--- src/rtl/apb_gpio_v2.sv ---
// APB GPIO controller: direction/output registers with atomic set/clear/toggle aliases,
// per-pin debounced inputs, four interrupt modes and a sticky write-1-to-clear status.
module apb_gpio_v2 #(
  parameter int APB_ADDR_WIDTH = 12,
  parameter int NUM_GPIO       = 32,
  parameter int DB_CNT_W       = 16
) (
  input  logic                      HCLK,
  input  logic                      HRESET,
  input  logic [APB_ADDR_WIDTH-1:0] PADDR,
  input  logic [31:0]               PWDATA,
  input  logic                      PWRITE,
  input  logic                      PSEL,
  input  logic                      PENABLE,
  output logic [31:0]               PRDATA,
  output logic                      PREADY,
  output logic                      PSLVERR,
  input  logic [NUM_GPIO-1:0]       gpio_in,
  output logic [NUM_GPIO-1:0]       gpio_out,
  output logic [NUM_GPIO-1:0]       gpio_dir,
  output logic                      interrupt
);

  localparam logic [3:0] ADDR_DIR     = 4'd0;
  localparam logic [3:0] ADDR_IN      = 4'd1;
  localparam logic [3:0] ADDR_OUT     = 4'd2;
  localparam logic [3:0] ADDR_OUTSET  = 4'd3;
  localparam logic [3:0] ADDR_OUTCLR  = 4'd4;
  localparam logic [3:0] ADDR_OUTTGL  = 4'd5;
  localparam logic [3:0] ADDR_INTEN   = 4'd6;
  localparam logic [3:0] ADDR_INTTYP0 = 4'd7;
  localparam logic [3:0] ADDR_INTTYP1 = 4'd8;
  localparam logic [3:0] ADDR_STATUS  = 4'd9;
  localparam logic [3:0] ADDR_DBEN    = 4'd10;
  localparam logic [3:0] ADDR_DBPRESC = 4'd11;

  logic [NUM_GPIO-1:0] dir_q, dir_d, out_q, out_d, inten_q, inten_d;
  logic [NUM_GPIO-1:0] type0_q, type0_d, type1_q, type1_d, status_q, status_d;
  logic [NUM_GPIO-1:0] dben_q, dben_d;
  logic [NUM_GPIO-1:0] sync0_q, sync1_q, rIn_q, rIn_d, rPrev_q, sample_q, sample_d;
  logic [DB_CNT_W-1:0] presc_q, presc_d, cnt_q, cnt_d;

  logic [3:0]          regIdx;
  logic                access, mapped, wrEn, tick;
  logic [NUM_GPIO-1:0] wd, wr1c, upd, rise, fall, modeEv, ev;
  logic                unusedBus;

  assign regIdx    = PADDR[5:2];
  assign access    = PSEL & PENABLE;
  assign mapped    = (regIdx <= ADDR_DBPRESC);
  assign PSLVERR   = access & (~mapped | (PWRITE & (regIdx == ADDR_IN)));
  assign wrEn      = access & PWRITE & ~PSLVERR;
  assign PREADY    = 1'b1;
  assign wd        = PWDATA[NUM_GPIO-1:0];
  assign unusedBus = ^{PADDR, PWDATA};

  // Debounced pins take the synchronised value only on a tick that confirms the previous tick's sample.
  assign tick   = (cnt_q == presc_q);
  assign upd    = ~dben_q | ({NUM_GPIO{tick}} & ~(sync1_q ^ sample_q));
  assign rIn_d  = (rIn_q & ~upd) | (sync1_q & upd);
  assign sample_d = tick ? sync1_q : sample_q;

  assign rise   = rIn_q & ~rPrev_q;
  assign fall   = ~rIn_q & rPrev_q;
  assign modeEv = (~type1_q & ~type0_q & rise) | (~type1_q & type0_q & fall) |
                  (type1_q & ~type0_q & rIn_q) | (type1_q & type0_q & ~rIn_q);
  assign ev     = inten_q & modeEv;
  assign wr1c   = (wrEn && regIdx == ADDR_STATUS) ? wd : '0;

  always_comb begin
    dir_d    = dir_q;
    out_d    = out_q;
    inten_d  = inten_q;
    type0_d  = type0_q;
    type1_d  = type1_q;
    dben_d   = dben_q;
    presc_d  = presc_q;
    cnt_d    = tick ? '0 : cnt_q + 1'b1;
    // New events are ORed in after the clear so a same-cycle event is never lost.
    status_d = (status_q & ~wr1c) | ev;
    if (wrEn) begin
      case (regIdx)
        ADDR_DIR:     dir_d   = wd;
        ADDR_OUT:     out_d   = wd;
        ADDR_OUTSET:  out_d   = out_q | wd;
        ADDR_OUTCLR:  out_d   = out_q & ~wd;
        ADDR_OUTTGL:  out_d   = out_q ^ wd;
        ADDR_INTEN:   inten_d = wd;
        ADDR_INTTYP0: type0_d = wd;
        ADDR_INTTYP1: type1_d = wd;
        ADDR_DBEN:    dben_d  = wd;
        ADDR_DBPRESC: begin
          presc_d = PWDATA[DB_CNT_W-1:0];
          cnt_d   = '0;
        end
        default: ;
      endcase
    end
  end

  always_comb begin
    PRDATA = '0;
    case (regIdx)
      ADDR_DIR:     PRDATA[NUM_GPIO-1:0] = dir_q;
      ADDR_IN:      PRDATA[NUM_GPIO-1:0] = rIn_q;
      ADDR_OUT:     PRDATA[NUM_GPIO-1:0] = out_q;
      ADDR_INTEN:   PRDATA[NUM_GPIO-1:0] = inten_q;
      ADDR_INTTYP0: PRDATA[NUM_GPIO-1:0] = type0_q;
      ADDR_INTTYP1: PRDATA[NUM_GPIO-1:0] = type1_q;
      ADDR_STATUS:  PRDATA[NUM_GPIO-1:0] = status_q;
      ADDR_DBEN:    PRDATA[NUM_GPIO-1:0] = dben_q;
      ADDR_DBPRESC: PRDATA[DB_CNT_W-1:0] = presc_q;
      default: ;
    endcase
  end

  always_ff @(posedge HCLK) begin
    if (HRESET) begin
      dir_q    <= '0;
      out_q    <= '0;
      inten_q  <= '0;
      type0_q  <= '0;
      type1_q  <= '0;
      status_q <= '0;
      dben_q   <= '0;
      presc_q  <= '0;
      cnt_q    <= '0;
      sync0_q  <= '0;
      sync1_q  <= '0;
      rIn_q    <= '0;
      rPrev_q  <= '0;
      sample_q <= '0;
    end else begin
      dir_q    <= dir_d;
      out_q    <= out_d;
      inten_q  <= inten_d;
      type0_q  <= type0_d;
      type1_q  <= type1_d;
      status_q <= status_d;
      dben_q   <= dben_d;
      presc_q  <= presc_d;
      cnt_q    <= cnt_d;
      sync0_q  <= gpio_in;
      sync1_q  <= sync0_q;
      rIn_q    <= rIn_d;
      rPrev_q  <= rIn_q;
      sample_q <= sample_d;
    end
  end

  assign gpio_out  = out_q;
  assign gpio_dir  = dir_q;
  assign interrupt = |status_q;

endmodule
--- config.mk ---
export PLATFORM = sky130hd
export DESIGN_NAME = apb_gpio_v2
export DESIGN_NICKNAME = d
export VERILOG_FILES = /design/src/rtl/apb_gpio_v2.sv
export SDC_FILE = /design/constraint.sdc
export NUM_CORES = 1
export LEC_CHECK = 0
export ABC_AREA = 1
export CAP_MARGIN = 20
export CORE_ASPECT_RATIO = 0.75
export CORE_MARGIN = 2
export CORE_UTILIZATION = 36
export CTS_BUF_LIST = sky130_fd_sc_hd__clkbuf_8
export CTS_CLUSTER_DIAMETER = 150
export DETAILED_ROUTE_END_ITERATION = 10
export SETUP_SLACK_MARGIN = 0.3
export SYNTH_ARGS = -nofsm -noshare
export SYNTH_HDL_FRONTEND = slang
export SYNTH_SLANG_ARGS = --single-unit
--- constraint.sdc ---
create_clock -name HCLK -period 2.5 [get_ports HCLK]
set_input_delay 0.375 -clock HCLK [delete_from_list [all_inputs] [get_ports HCLK]]
set_output_delay 0.375 -clock HCLK [all_outputs]
set_load 0.05 [all_outputs]
Word-level counts from Yosys, hierarchy flattened --
Index checks and enable logic that the tools add are counted.
Word-level totals: flip-flop bits (word level) 416, bits in latches 0, RAM bits 0, bits in read-only memories 0, input port bits 81, output and inout port bits 99, word-level logic and storage cells 88, memories 0
Operators by class: $add $sub $neg 1, multipliers 0, div/mod/pow operators 0, magnitude comparators 1, equal/unequal tests 12, shifts and indexed selects 0, mux-type cells 7, bitwise logic cells 42, reduce and logical (&&, ||, !) cells 11
Operators with widths (count):
- 32-bit AND | 16
- 32-bit NOT | 9
- 32-bit bitwise OR | 7
- 16-bit one-hot mux with 9 select lines | 1
- 16-bit one-hot mux with 8 select lines | 1
- 32-bit one-hot mux with 4 select lines | 1
- 32-bit bitwise XOR | 2
- 16-bit two-way mux | 3
- 32-bit two-way mux | 1
- 32-bit OR reduction | 1
- 16-bit by 1-bit adder with 16-bit output, second input constant | 1
- 16-bit equality test | 1
- 4-bit by 3-bit equality test with 1-bit output, second input constant | 4
- 4-bit equality test, second input constant | 4
- 2-bit AND reduction | 7
- 4-bit by 2-bit equality test with 1-bit output, second input constant | 2
- 1-bit AND | 5
- 4-bit by 1-bit equality test with 1-bit output, second input constant | 1
- 4-bit <= comparator, second input constant | 1
- 4-bit zero test | 1
- 4-bit nonzero test | 1
- 1-bit NOT | 2
- 1-bit logical AND | 1
- 1-bit bitwise OR | 1

Longest topological paths before layout --
word-level depth 11, gate-level depth with buffers 11

Least setup slack after synthesis --
Ideal clock, no wire load.
path type input to output, from input port PADDR[4], to output port PRDATA[22], data arrival time 1.732 ns, path slack 0.393 ns, stages 9, path through inv_1 > nor2_2 > nand2_1 > inv_1 > buf_2 > buf_1 > nand2_1 > nand2_1 > nand3b_1
On the way: cells in the longest elaborated chain, start to end 2, elaborated cells on any way between the ends 9, classes of those cells eq/ne: 7; mux: 1; reduce/logical: 1
Ends and longest elaborated chain:
- start: declaration | line 10 | input logic [APB_ADDR_WIDTH-1:0] PADDR,
- 4-bit equality test, or another cell as far along | line 103 | case (regIdx)
- 16-bit one-hot mux with 8 select lines * | line 103
- end: declaration | line 15 | output logic [31:0] PRDATA,
Mark *: on every way between the ends. The rest lies on a longest branch, timed or not.

Final worst setup path --
from register status_q[3], to output port interrupt
On the way: cells in the longest elaborated chain, start to end 1
Ends and longest elaborated chain:
- start: declaration | line 38 | logic [NUM_GPIO-1:0] type0_q, type0_d, type1_q, type1_d, status_q, status_d;
- start signal: assignment | line 139 | status_q <= status_d;
- 32-bit OR reduction | line 153 | assign interrupt = |status_q;
- end: declaration | line 21 | output logic interrupt
Every way passes these cells.

==> flow_summary.yaml <==
status:
  status: "finished with violations"
  violations: "negative setup slack"
cells_and_area:
  postLayoutCellArea_um2: 24570
  postLayoutCoreUtil: 0.4869
  drive_gt1_frac: 0.1797
  antenna_cells: 0
  area_growth_pct: 32.83
  final_nets: 2905
  final_cell_count_no_fill: 3473
setup_path:
  critPathSlowestCell: "nor4_1"
  max_stage_delay_ns: 0.57
  cp.arrival_ns: 2.16
  path_class: "reg2out"
  crit_chain: "nor4_1 > nand4_1 > or2_4 > buf_6"
  cp.required_ns: 2.12
  crit_fanout: 3
  worstSetupStartpointType: "flop"
  crit_path_end_kind: "output port"
  worst-path-buf-inv: 1
  path_delay_family: "simple AND/OR/NAND/NOR gates"
floorplanning:
  rows: 71
  dieArea_um2: 53220
  core-area_um2: 50460
  io_pins: 180
  die_h_um: 200.3
  die_w_um: 265.7
  start_util: 0.3665
detailed_routing:
  drt_first_pass_iters: 6
  drt_iter0_markers: 1922
  vias: 18600
  wl_per_cell_um: 19.56
  via_per_inst: 5.356
  antenna_left: 0
  route.detailed.drc: 0
  routed_wl_mm: 67.93
grt:
  grt_overflow: 0
  antenna_found_initial: 1
  grt_pass1_wl_mm: 101.9
  track_usage: 0.2463
  grt_pass1_vias: 17030
  grt_start_max_net_pins: 129
logic_synthesis:
  syn_nets: 2636
  synth.yosys.seq_area_share: 0.4503
  yosysMostFrequentCell: "dfxtp_1"
  ys_ff_latch: 416
  synth.avg_cell_area_um2: 7.428
  netlist_top_cells_count: "dfxtp_1 (416), nor2_1 (346), nand2_1 (307)"
  syn-cell-area_um2: 18500
  synthCells: 2490
  ys_async_sr_fraction: 0
  synth_top_area_cell: "dfxtp_1"
  synth_ff_type: "dfxtp_1"
  synth_top_area_share: 0.4503
  synth_cell_types: 37
  ys_top_cells_by_area: "dfxtp_1 (45%), o21ai_0 (7.5%), nor2_1 (7.0%)"
  yosysWarnings: 0
  synth-edff-count: 0
timing:
  setup_slack_ns: -0.03883
  finalSetupViolCount: 1
  rsz0062_at_grt: "true"
  fin_crit_ns: 2.539
  period_share: 1.016
  slew_headroom: 0.5341
  fmax_mhz: 393.9
  final-hold-violation-count: 0
  fin_skew_ns: 0.03507
  fin_setup_tns_ns: -0.03883
  max_slew.worst_pin.slew_ns: 0.6989
  slew_violations: 0
place:
  dp_hpwl_mm: 46.29
  place_congestion: 0.9205
  postPlaceCellArea_um2: 22170
  dp.cells: 3304
  pre_cts_ws_ns: -0.4430
  portBuffers: 170
clock_tree:
  clk_latency_ns: 0.67
  numCtsBuffers: 73
  clkTransAtPathRegs_ns: 0.06
  cts_max_level: 3
  root_buffer: "clkbuf_8"
  cts_tree: "yes"
  clockBufferDepth: 3
  tritoncts_num_sinks: 416
min_path:
  hold_path_class: "in2reg"
pwr:
  p_per_area_nw_per_um2: 608.3
  ir_drop_mv: 0.3181
  p_leak_nw: 10.41
flow_run:
  cap_violations: 0
[sequential cells by signal (all words and copies together), names as in the netlist, 32 cells and up, named ones only]
name	cells
gpio_out	32
sync1_q	32
type1_q	32
sample_q	32
gpio_dir	32
sync0_q	32
dben_q	32
status_q	32
inten_q	32
rPrev_q	32
type0_q	32
[report_power, final]
part           internal (W)  switching (W)  total [W]
Sequential          0.00680       0.000144    0.00694
Clock               0.00346        0.00296    0.00642
Combinational      0.000589       0.000993    0.00158
[what timing repair did]
item | CTS | global route
setup endpoints to repair | 116 | 60
cloned | 1 | 1
buffers inserted | 22 | 13
resized for setup | 207 | 133
pin swaps | 36 | 36
hold buffers | 0 | 0
[worst reg2reg max path: stages (launching register included)]
cell	delay (ns)
dfxtp_1	0.42
inv_1	0.11
nand2_1	0.07
nand2_1	0.04
nor2_1	0.16
nand2_1	0.11
nor2_2	0.26
buf_4	0.31
nand3_1	0.16
a21oi_1	0.17
nor2_1	0.08
[placed cells by master (no fill, tap or decap), drive strengths merged]
cell type        n
dfxtp          416
nor2           354
o21ai          321
nand2          309
inv            268
a21oi          254
buf            201
nand3          119
clkbuf          96
clkdlybuf4s50   67
ha              65
dlygate4sd2     59
a221oi          42
nor3            41
xnor2           32
clkinv          31
o22ai           24
o211ai          17
a31oi           16
nor4            16
o2111ai         15
o31ai           13
xor2            12
clkinvlp         7
nand4            7
a211oi           5
clkdlybuf4s15    3
a22o             1
nand3b           1
and3             1
or2              1
conb             1
bufinv           1
[cell type report]
class / count / area, um2
clock inverter: 39 / 210.2
sequential: 416 / 8411
timing repair buffer: 333 / 3704
clock buffer: 93 / 1280
multi-input combinational: 1667 / 9082
inverter: 268 / 1059
fill: 4873 / 25890
tap: 657 / 822.0
[through the flow]
stage                     hold WS [ns]  power [W]
after global routing            0.2283    0.01550
after global placement          0.3952   0.008541
after floorplan                 0.3883   0.007902
after CTS                       0.1909    0.01498
final                           0.2286    0.01495
after detailed placement        0.3932   0.008580
[cell families after synthesis]
logic type      Yosys count  synth area share
xor+xnor                 44           0.02084
fa+ha+maj                65           0.04397
compound gates          708            0.2114
flops                   416            0.4503
simple gates            849            0.1890
buf+inv                 407           0.08429
other cells               1         0.0002028
[final timing paths]
kind	startpoint	to	slack, ns	cells past startpoint
max	status_q[3]	interrupt	-0.04	4
min	HRESET	flop	0.23	4
max reg2reg	cnt_q[13]	flop	0.47	10
min reg2reg	sync0_q[13]	sync1_q[13]	0.40	2
[per-layer routing]
| metal | track usage | share of wire | wire length [um] |
|---|---|---|---|
| met1 | 0.3638 | 0.46 | 31270 |
| met2 | 0.3442 | 0.40 | 27500 |
| met3 | 0.07217 | 0.11 | 7559 |
| met4 | 0.06701 | 0.023 | 1581 |
| met5 | 0 | 0.00019 | 13 |
No activity file was read; power rests on OpenSTA's default activity.
